## config.mk

```make
export PLATFORM = sky130hd
export DESIGN_NAME = machine_trap_csr
export DESIGN_NICKNAME = d
export VERILOG_FILES = /design/src/rtl/machine_trap_csr_pkg.sv /design/src/rtl/machine_trap_csr_rmw_unit.sv /design/src/rtl/machine_trap_csr.sv
export SDC_FILE = /design/constraint.sdc
export NUM_CORES = 1
export LEC_CHECK = 0
export ABC_AREA = 1
export CAP_MARGIN = 20
export CORE_MARGIN = 3
export CORE_UTILIZATION = 45
export CTS_BUF_LIST = sky130_fd_sc_hd__clkbuf_8
export DETAILED_ROUTE_END_ITERATION = 10
export HOLD_SLACK_MARGIN = 0.02
export PLACE_DENSITY = 0.79
export SLEW_MARGIN = 40
export SYNTH_ARGS = -nofsm -noshare
export SYNTH_HDL_FRONTEND = slang
export SYNTH_SLANG_ARGS = --single-unit
export TNS_END_PERCENT = 1
```

## constraint.sdc

```tcl
create_clock -name CLK -period 2 [get_ports CLK]
set_input_delay 0.2 -clock CLK [delete_from_list [all_inputs] [get_ports CLK]]
set_output_delay 0.2 -clock CLK [all_outputs]
set_load 0.01 [all_outputs]
```

## src/rtl/machine_trap_csr_pkg.sv

```systemverilog
// Shared constants for the machine-mode trap CSR bank: CSR addresses,
// access opcodes, mtvec mode encodings and the mtvec mode legaliser.
package machine_trap_csr_pkg;

  localparam logic [11:0] ADDR_MSTATUS  = 12'h300;
  localparam logic [11:0] ADDR_MIE      = 12'h304;
  localparam logic [11:0] ADDR_MTVEC    = 12'h305;
  localparam logic [11:0] ADDR_MSCRATCH = 12'h340;
  localparam logic [11:0] ADDR_MEPC     = 12'h341;
  localparam logic [11:0] ADDR_MCAUSE   = 12'h342;
  localparam logic [11:0] ADDR_MIP      = 12'h344;

  localparam logic [1:0] OP_NONE = 2'b00;
  localparam logic [1:0] OP_RW   = 2'b01;
  localparam logic [1:0] OP_RS   = 2'b10;
  localparam logic [1:0] OP_RC   = 2'b11;

  localparam logic [1:0] MODE_DIRECT   = 2'b00;
  localparam logic [1:0] MODE_VECTORED = 2'b01;

  // Only direct and (when enabled) vectored modes survive; anything else
  // collapses to direct.
  function automatic logic [1:0] legal_mode(input logic [1:0] mode, input logic vectored_en);
    if (vectored_en && (mode == MODE_VECTORED)) begin
      return MODE_VECTORED;
    end
    return MODE_DIRECT;
  endfunction

endpackage

```

## src/rtl/machine_trap_csr_rmw_unit.sv

```systemverilog
// Zicsr read/modify/write combiner, shared by every register in the bank.
module csr_rmw_unit
  import machine_trap_csr_pkg::*;
(
  input  logic [31:0] old_value,
  input  logic [1:0]  op,
  input  logic [31:0] wdata,
  output logic [31:0] new_value
);

  // Produce the post-access value; no-op leaves the register unchanged.
  always_comb begin
    new_value = old_value;
    case (op)
      OP_RW:   new_value = wdata;
      OP_RS:   new_value = old_value | wdata;
      OP_RC:   new_value = old_value & ~wdata;
      default: new_value = old_value;
    endcase
  end

endmodule

```

## src/rtl/machine_trap_csr.sv

```systemverilog
// Machine-mode trap CSR bank: holds mstatus/mie/mip/mtvec/mepc/mcause/mscratch,
// responds to trap commands from the control path and serves Zicsr accesses.
module machine_trap_csr
  import machine_trap_csr_pkg::*;
#(
  parameter logic [31:0] MTVEC_RESET = 32'h0000_0000,
  parameter bit          VECTORED_EN = 1'b1
) (
  input  logic        CLK,
  input  logic        RESET,
  input  logic [11:0] CSR_ADDR,
  input  logic [1:0]  CSR_OP,
  input  logic        CSR_WR_EN,
  input  logic [31:0] CSR_WDATA,
  output logic [31:0] CSR_RDATA,
  input  logic [31:0] PC,
  input  logic        E_IRQ,
  input  logic        T_IRQ,
  input  logic        I_OR_E,
  input  logic        SET_EPC,
  input  logic        SET_CAUSE,
  input  logic        MIE_CLEAR,
  input  logic        MIE_SET,
  input  logic [3:0]  CAUSE,
  output logic        MIE,
  output logic        MEIE,
  output logic        MTIE,
  output logic        MSIE,
  output logic        MEIP,
  output logic        MTIP,
  output logic        MSIP,
  output logic [31:0] TRAP_ADDRESS,
  output logic [31:0] EPC_OUT
);

  logic        status_mie, status_mpie;
  logic        en_meie, en_mtie, en_msie;
  logic        pend_meip, pend_mtip, pend_msip;
  logic [29:0] tvec_base;
  logic [1:0]  tvec_mode;
  logic [31:0] epc_reg;
  logic        cause_int;
  logic [3:0]  cause_code;
  logic [31:0] scratch_reg;

  logic [31:0] old_value;
  logic [31:0] new_value;
  logic        csr_we;
  logic [31:0] base_addr;
  logic [31:0] vec_offset;

  assign csr_we = CSR_WR_EN && (CSR_OP != OP_NONE);

  // Old value at the accessed address; doubles as the read data (no bypass).
  always_comb begin
    old_value = 32'h0;
    case (CSR_ADDR)
      ADDR_MSTATUS: begin
        old_value[12:11] = 2'b11;
        old_value[7]     = status_mpie;
        old_value[3]     = status_mie;
      end
      ADDR_MIE: begin
        old_value[11] = en_meie;
        old_value[7]  = en_mtie;
        old_value[3]  = en_msie;
      end
      ADDR_MTVEC:    old_value = {tvec_base, tvec_mode};
      ADDR_MSCRATCH: old_value = scratch_reg;
      ADDR_MEPC:     old_value = epc_reg;
      ADDR_MCAUSE:   old_value = {cause_int, 27'b0, cause_code};
      ADDR_MIP: begin
        old_value[11] = pend_meip;
        old_value[7]  = pend_mtip;
        old_value[3]  = pend_msip;
      end
      default:       old_value = 32'h0;
    endcase
  end

  csr_rmw_unit u_rmw (
    .old_value (old_value),
    .op        (CSR_OP),
    .wdata     (CSR_WDATA),
    .new_value (new_value)
  );

  // mstatus: trap entry/return commands take precedence over software writes.
  always_ff @(posedge CLK or negedge RESET) begin
    if (!RESET) begin
      status_mie  <= 1'b0;
      status_mpie <= 1'b0;
    end else if (MIE_CLEAR) begin
      status_mpie <= status_mie;
      status_mie  <= 1'b0;
    end else if (MIE_SET) begin
      status_mie  <= status_mpie;
      status_mpie <= 1'b1;
    end else if (csr_we && (CSR_ADDR == ADDR_MSTATUS)) begin
      status_mie  <= new_value[3];
      status_mpie <= new_value[7];
    end
  end

  // mie enables are software-owned.
  always_ff @(posedge CLK or negedge RESET) begin
    if (!RESET) begin
      en_meie <= 1'b0;
      en_mtie <= 1'b0;
      en_msie <= 1'b0;
    end else if (csr_we && (CSR_ADDR == ADDR_MIE)) begin
      en_meie <= new_value[11];
      en_mtie <= new_value[7];
      en_msie <= new_value[3];
    end
  end

  // mip: external/timer pending track the request lines; only MSIP is writable.
  always_ff @(posedge CLK or negedge RESET) begin
    if (!RESET) begin
      pend_meip <= 1'b0;
      pend_mtip <= 1'b0;
      pend_msip <= 1'b0;
    end else begin
      pend_meip <= E_IRQ;
      pend_mtip <= T_IRQ;
      if (csr_we && (CSR_ADDR == ADDR_MIP)) begin
        pend_msip <= new_value[3];
      end
    end
  end

  // mtvec: illegal or disabled modes are stored as direct.
  always_ff @(posedge CLK or negedge RESET) begin
    if (!RESET) begin
      tvec_base <= MTVEC_RESET[31:2];
      tvec_mode <= legal_mode(MTVEC_RESET[1:0], VECTORED_EN);
    end else if (csr_we && (CSR_ADDR == ADDR_MTVEC)) begin
      tvec_base <= new_value[31:2];
      tvec_mode <= legal_mode(new_value[1:0], VECTORED_EN);
    end
  end

  // mepc: trap entry captures the word-aligned PC ahead of any software write.
  always_ff @(posedge CLK or negedge RESET) begin
    if (!RESET) begin
      epc_reg <= 32'h0;
    end else if (SET_EPC) begin
      epc_reg <= PC & 32'hFFFF_FFFC;
    end else if (csr_we && (CSR_ADDR == ADDR_MEPC)) begin
      epc_reg <= new_value & 32'hFFFF_FFFC;
    end
  end

  // mcause: trap entry beats software for both the interrupt flag and code.
  always_ff @(posedge CLK or negedge RESET) begin
    if (!RESET) begin
      cause_int  <= 1'b0;
      cause_code <= 4'h0;
    end else if (SET_CAUSE) begin
      cause_int  <= I_OR_E;
      cause_code <= CAUSE;
    end else if (csr_we && (CSR_ADDR == ADDR_MCAUSE)) begin
      cause_int  <= new_value[31];
      cause_code <= new_value[3:0];
    end
  end

  // mscratch is a plain software scratch register.
  always_ff @(posedge CLK or negedge RESET) begin
    if (!RESET) begin
      scratch_reg <= 32'h0;
    end else if (csr_we && (CSR_ADDR == ADDR_MSCRATCH)) begin
      scratch_reg <= new_value;
    end
  end

  // Trap target comes from the live CAUSE/I_OR_E inputs so the PC mux can use
  // it in the very cycle the trap is taken; the add wraps at 32 bits.
  assign base_addr    = {tvec_base, 2'b00};
  assign vec_offset   = {26'b0, CAUSE, 2'b00};
  assign TRAP_ADDRESS = ((tvec_mode == MODE_VECTORED) && I_OR_E) ? (base_addr + vec_offset)
                                                                 : base_addr;

  assign CSR_RDATA = old_value;
  assign EPC_OUT   = epc_reg;
  assign MIE       = status_mie;
  assign MEIE      = en_meie;
  assign MTIE      = en_mtie;
  assign MSIE      = en_msie;
  assign MEIP      = pend_meip;
  assign MTIP      = pend_mtip;
  assign MSIP      = pend_msip;

  // Entering and leaving a trap in the same cycle is never legal.
  no_clear_and_set: assert property (@(posedge CLK) disable iff (!RESET) !(MIE_CLEAR && MIE_SET));

endmodule

```

# --- Yosys cells after proc, flatten, opt, wreduce, memory -nomap -nowiden ---
# Cells that the tools add are included.
totals:
  inputBits: 92
  romBits: 0
  n_memories: 0
  latchBits: 0
  mem_bits_rw: 0
  register_bits: 109
classes:
  n_eq_ne: 12
  order_cmp: 0
  bitwise_logic: 3
  n_reduce_logical: 13
  n_mul: 0
  n_mux: 26
  shift: 0
  n_div: 0
  add_sub_neg: 1
op_table:
  columns: ["cell", "count"]
  rows:
  - ["two-way mux 32 bit", 3]
  - ["case mux 32 bit (3 select lines)", 1]
  - ["equality test 12 x 10 -> 1 bit, second input constant", 7]
  - ["case mux 19 bit (4 select lines)", 1]
  - ["adder 32 x 6 -> 32 bit", 1]
  - ["bitwise AND 32 bit", 1]
  - ["NOT 32 bit", 1]
  - ["OR 32 bit", 1]
  - ["case mux 3 bit (3 select lines)", 2]
  - ["case mux 1 bit (6 select lines)", 2]
  - ["case mux 3 bit (4 select lines)", 1]
  - ["two-way mux 1 bit", 10]
  - ["logical AND 1 bit", 9]
  - ["two-way mux 4 bit", 2]
  - ["case mux 1 bit (7 select lines)", 1]
  - ["equality test 2 x 1 -> 1 bit, second input constant", 3]
  - ["nonzero test 2 bit", 3]
  - ["equality test 2 bit, second input constant", 2]
  - ["two-way mux 2 bit", 2]
  - ["case mux 1 bit (4 select lines)", 1]
  - ["nonzero test 3 bit", 1]

# --- Depth between registers and ports, before layout ---
depth:
  depth_word: 8
  depth_mapped: 14
  ltp_nobuf: 13

# --- Hierarchy ---
# A second synthesis with hierarchy kept.
unflattened:
  hier_cells: 1088
  area_unflattened_um2: 7254.5
modules_own_cells:
  columns: ["module", "area_each_um2", "cells_each", "instances"]
  rows:
  - ["machine_trap_csr", 6359.8, 879, 1]
  - ["csr_rmw_unit", 894.6, 209, 1]

# --- Worst setup path after synthesis ---
# Ideal clock, no wire load.
synth_path:
  kind: "reg2out"
  startpoint: "register tvec_base[0]"
  endpoint: "output TRAP_ADDRESS[28]"
  path_stages_with_launch: 12
  path_slack_ns: -0.177
  arrival_ns: 1.977
  t_required_ns: 1.800
  cell_sequence: "dfrtp_1 ha_1 inv_1 fa_1 inv_1 nand2_1 o21ai_2 nand2_1 nor2_1 nand4_1 nor2_1 xor2_1"
synth_between:
  elab_chain_cells: 2
synth_rtl:
  columns: ["element", "line_no", "source"]
  rows:
  - ["from (decl)", "machine_trap_csr.sv:39", "logic [29:0] tvec_base;"]
  - ["from (signal assigned)", "machine_trap_csr.sv:136", "tvec_base <= MTVEC_RESET[31:2];"]
  - ["from (signal assigned)", "machine_trap_csr.sv:139", "tvec_base <= new_value[31:2];"]
  - ["adder 32 x 6 -> 32 bit", "machine_trap_csr.sv:182", "assign TRAP_ADDRESS = ((tvec_mode == MODE_VECTORED) && I_OR_E) ? (base_addr + vec_offset)"]
  - ["two-way mux 32 bit", "machine_trap_csr.sv:182", null]
  - ["to (decl)", "machine_trap_csr.sv:32", "output logic [31:0] TRAP_ADDRESS,"]
# No other way between the ends.

# --- Worst setup path after layout ---
layout_path:
  startpoint: "register tvec_base[0]"
  endpoint: "output TRAP_ADDRESS[30]"
# The elaborated chain is that of the path after synthesis.

==> summary.md <==
| Metric | Value |
|---|---|
| CTS clk-pin slew, worst paths | `about 0.11 ns` |
| First-pass GRT wire length | `roughly 39,000 um` |
| Critical Path Fanout Max | `4` |
| CTS Buffer Depth | `2` |
| CP Class | `reg -> out` |
| Yosys warnings | `0` |
| Dpl hpwl | `approximately 18,000 um` |
| Worst setup margin | `-0.814 ns` |
| Final setup viols | `45` |
| Drt first pass iters | `5` |
| Crit-path max cell delay | `0.38 ns` |
| P&R area growth vs syn | `46.4%` |
| Worst Path Required | `between 1.5 and 2 ns` |
| Number of synthesized flops with an enable pin | `0` |
| Number of port buffers | `approximately 190` |
| Die area | `~17,000 sq um` |
| Fin crit period | `between 2 and 3 ns` |
| CP Capture Type | `primary output` |
| Initial antenna violation count | `0` |
| Most common cell after layout, fill and taps aside | `nand2_1` |
| Peak supply drop | `386 uV` |
| DRT Wirelength | `24,500 um` |
| Metal2 WL | `12,000 um` |
| Final GP Congestion | `approximately 0.94` |
| Top Layer Used | `met4` |
| CTS sink count | `around 110` |
| Slew Viols, Final | `0` |
| Synthesis-stage register bit count | `between 100 and 150` |
| IO Pins | `~200` |
| Critical path buffers and inverters | `4` |
| PwrDens | `439 nW/um^2` |
| Largest net degree at the start of global routing | `38` |
| Layout cells sized above 1 | `a little under a quarter` |
| Number of global-route vias before repair | `between 7,000 and 8,000` |
| CP cell instances | `ha_2 > inv_2 > fa_2 > inv_2 > nand2_2 > o21ai_4 > buf_6 > nand4_1 > or2_4 > nor2_4 > xor2_1 > buf_2` |
| TritonCTS Buffers | `9` |
| Drt drc | `0` |
| Routed via count | `approximately 7,700` |
| N_diodes | `0` |
| Top cells by area, synth | `dfrtp_1, nand2_1, nand3_1, o21ai_0, inv_1` |
| Leak Pwr | `5.11 nW` |
| Delay-heaviest family, CP | `simple AND/OR/NAND/NOR gates` |
| Worst-Skew Late Latency | `slightly below 0.4 ns` |
| Final Hold Vio Count | `0` |
| Hold Worst Slack | `between 0.2 and 0.25 ns` |
| Area after DPL | `slightly below 10,000 sq um` |
| Final period utilization | `141%` |
| WL/cell | `approximately 17 um` |
| Clock Skew | `between 0.007 and 0.008 ns` |
| CP Launch Type | `register` |
| Metal3 WL | `1800 um` |
| Most frequent cells in the layout | `nand2_1, clkdlybuf4s50_1, buf_4, dfrtp_1, nand3_1` |
| Outcome | `finished with violations` |
| DRT antenna net count | `0` |
| Mean Syn Cell Area | `7.08 sq um` |
| Yosys top cell area share | `38.8%` |
| CTS tree | `done` |
| Crit path top cell by count | `inv_2` |
| Max reg flops | `32` |
| Clock H-tree levels | `3` |
| RSZ-0062 raised after global routing | `true` |
| Die height | `approximately 130 um` |
| Core area | `between 10,000 and 15,000 sq um` |
| Floorplan die width | `roughly 130 um` |
| Worst slew margin relative to its limit | `between 60% and 70%` |
| Synth Flop Type | `dfrtp_1` |
| Slowest-stage cell, CP | `dfrtp_1` |
| Cell taking the most area after synthesis | `dfrtp_1` |
| Sequential share of the synthesized area | `between 30% and 40%` |
| Final net count | `1,349` |
| Post-synthesis cell type count | `42` |
| CTS root buffer | `clkbuf_8` |
| Synthesized cell area | `between 6000 and 7000 sq um` |
| Max cap viols | `0` |
| WL met1 | `roughly 9900 um` |
| FMAX | `around 360 MHz` |
| Hold Path Class | `in -> reg` |
| Async set or reset register ratio after synthesis | `100%` |
| Failing checks | `negative setup slack` |
| Crit path arrival time | `~2.6 ns` |
| Synthesized instance count | `965` |
| Slew @ Worst Pin | `a little over 0.5 ns` |
| Vias per inst | `between 5 and 6` |
| Setup TNS | `-15.13 ns` |
| Num rows | `44` |
| Design Area, Final | `~10,000 sq um` |
| Grt total ovfl | `0` |
| GR Util All Layers | `29.3%` |
| Initial drt markers | `between 600 and 700` |
| Initial Util | `approximately 47%` |
==> cells in the mapped netlist, types with 3 or more instances <==
cell / n
nor3_1: 8
clkbuf_1: 21
buf_4: 5
inv_2: 10
xor2_1: 20
nand3_2: 11
buf_2: 10
dfrtp_1: 106
nand2_2: 9
a21oi_1: 3
o21ai_1: 41
nand2_1: 406
nand4_1: 5
nor2_4: 6
o21ai_0: 48
nor2_1: 37
xnor2_1: 6
ha_1: 4
o21bai_1: 19
a21boi_1: 17
nor2_2: 7
nand2_4: 4
inv_1: 57
nand3_1: 73
o211ai_2: 5
buf_6: 7
==> report_power, final <==
part	switching (mW)	leakage, nW	internal [mW]	total (mW)
clock	0.817	0.0822	0.462	1.28
combinational	0.414	3.65	0.420	0.834
sequential	0.0640	1.38	2.21	2.28
==> per-stage QoR <==
step / cells / utilization (%) / power (mW) / setup slack (ns)
2_1_floorplan: 968 / - / 2.63 / -0.133
3_3_place_gp: 1417 / 66.4 / 3.12 / -1.15
3_5_place_dp: 1417 / 66.4 / 3.14 / -1.22
4_1_cts: 1440 / 67.7 / 4.40 / -0.847
5_1_grt: 1441 / 68.1 / 4.57 / -0.932
6_report: 1441 / 68.1 / 4.39 / -0.814
==> worst register-to-register path: stages, from the launching register on <==
cell and delay (ns):
dfrtp_1 0.40, buf_4 0.14, inv_1 0.15, nor2_1 0.11, nor2_1 0.11, nand2_1 0.07, nand2_1 0.07, nand2_1 0.17
nand2_1 0.10, o21ai_0 0.08
==> final timing paths <==
path                            startpoint                to  slack [ns]  depth (start not counted)
max in group asynchronous            RESET   scratch_reg[28]        1.08                          3
min                                  T_IRQ              MTIP        0.24                          1
min in group asynchronous            RESET        EPC_OUT[4]        0.32                          2
max reg2reg                   tvec_base[5]      tvec_base[5]        0.49                          9
max                           tvec_base[0]  TRAP_ADDRESS[30]       -0.81                         12
min reg2reg                scratch_reg[10]   scratch_reg[10]        0.49                          2
==> layer usage <==
layer	global-route usage, %	up-vias
met5	0	-
li1	-	3653
met3	5.07	56
met2	50.1	358
met4	11.2	0
met1	37.2	3616
==> repair_timing <==
action / CTS / global route
endpoints found under the hold margin: 35 / 0
gates resized for setup: 242 / 26
hold buffers: 1 / 0
pin swaps: 15 / 11
setup endpoints to repair: 62 / 64
buffers inserted: 6 / 1
==> cell families (layout without fill, tap and decap cells) <==
kind of cell	Yosys count	count (layout)	synth area share (%)
AO/OA/AOI/OAI	138	138	12.2
XOR/XNOR	26	26	3.33
adder cells (fa/ha/maj)	5	5	1.03
buffers and inverters	113	402	7.54
flip-flops	106	106	38.8
other	1	4	0.0549
AND/OR/NAND/NOR	576	576	37.0
==> area by class of cell <==
class	instances	area [sq um]
Clock buffer	9	124
Tap cell	184	230
Fill cell	1258	4690
Multi-Input combinational cell	749	3840
Inverter	70	280
Clock inverter	7	53.8
Sequential cell	106	2650
Timing Repair Buffer	316	2830
Note: power is estimated with default switching activity, not from simulation.
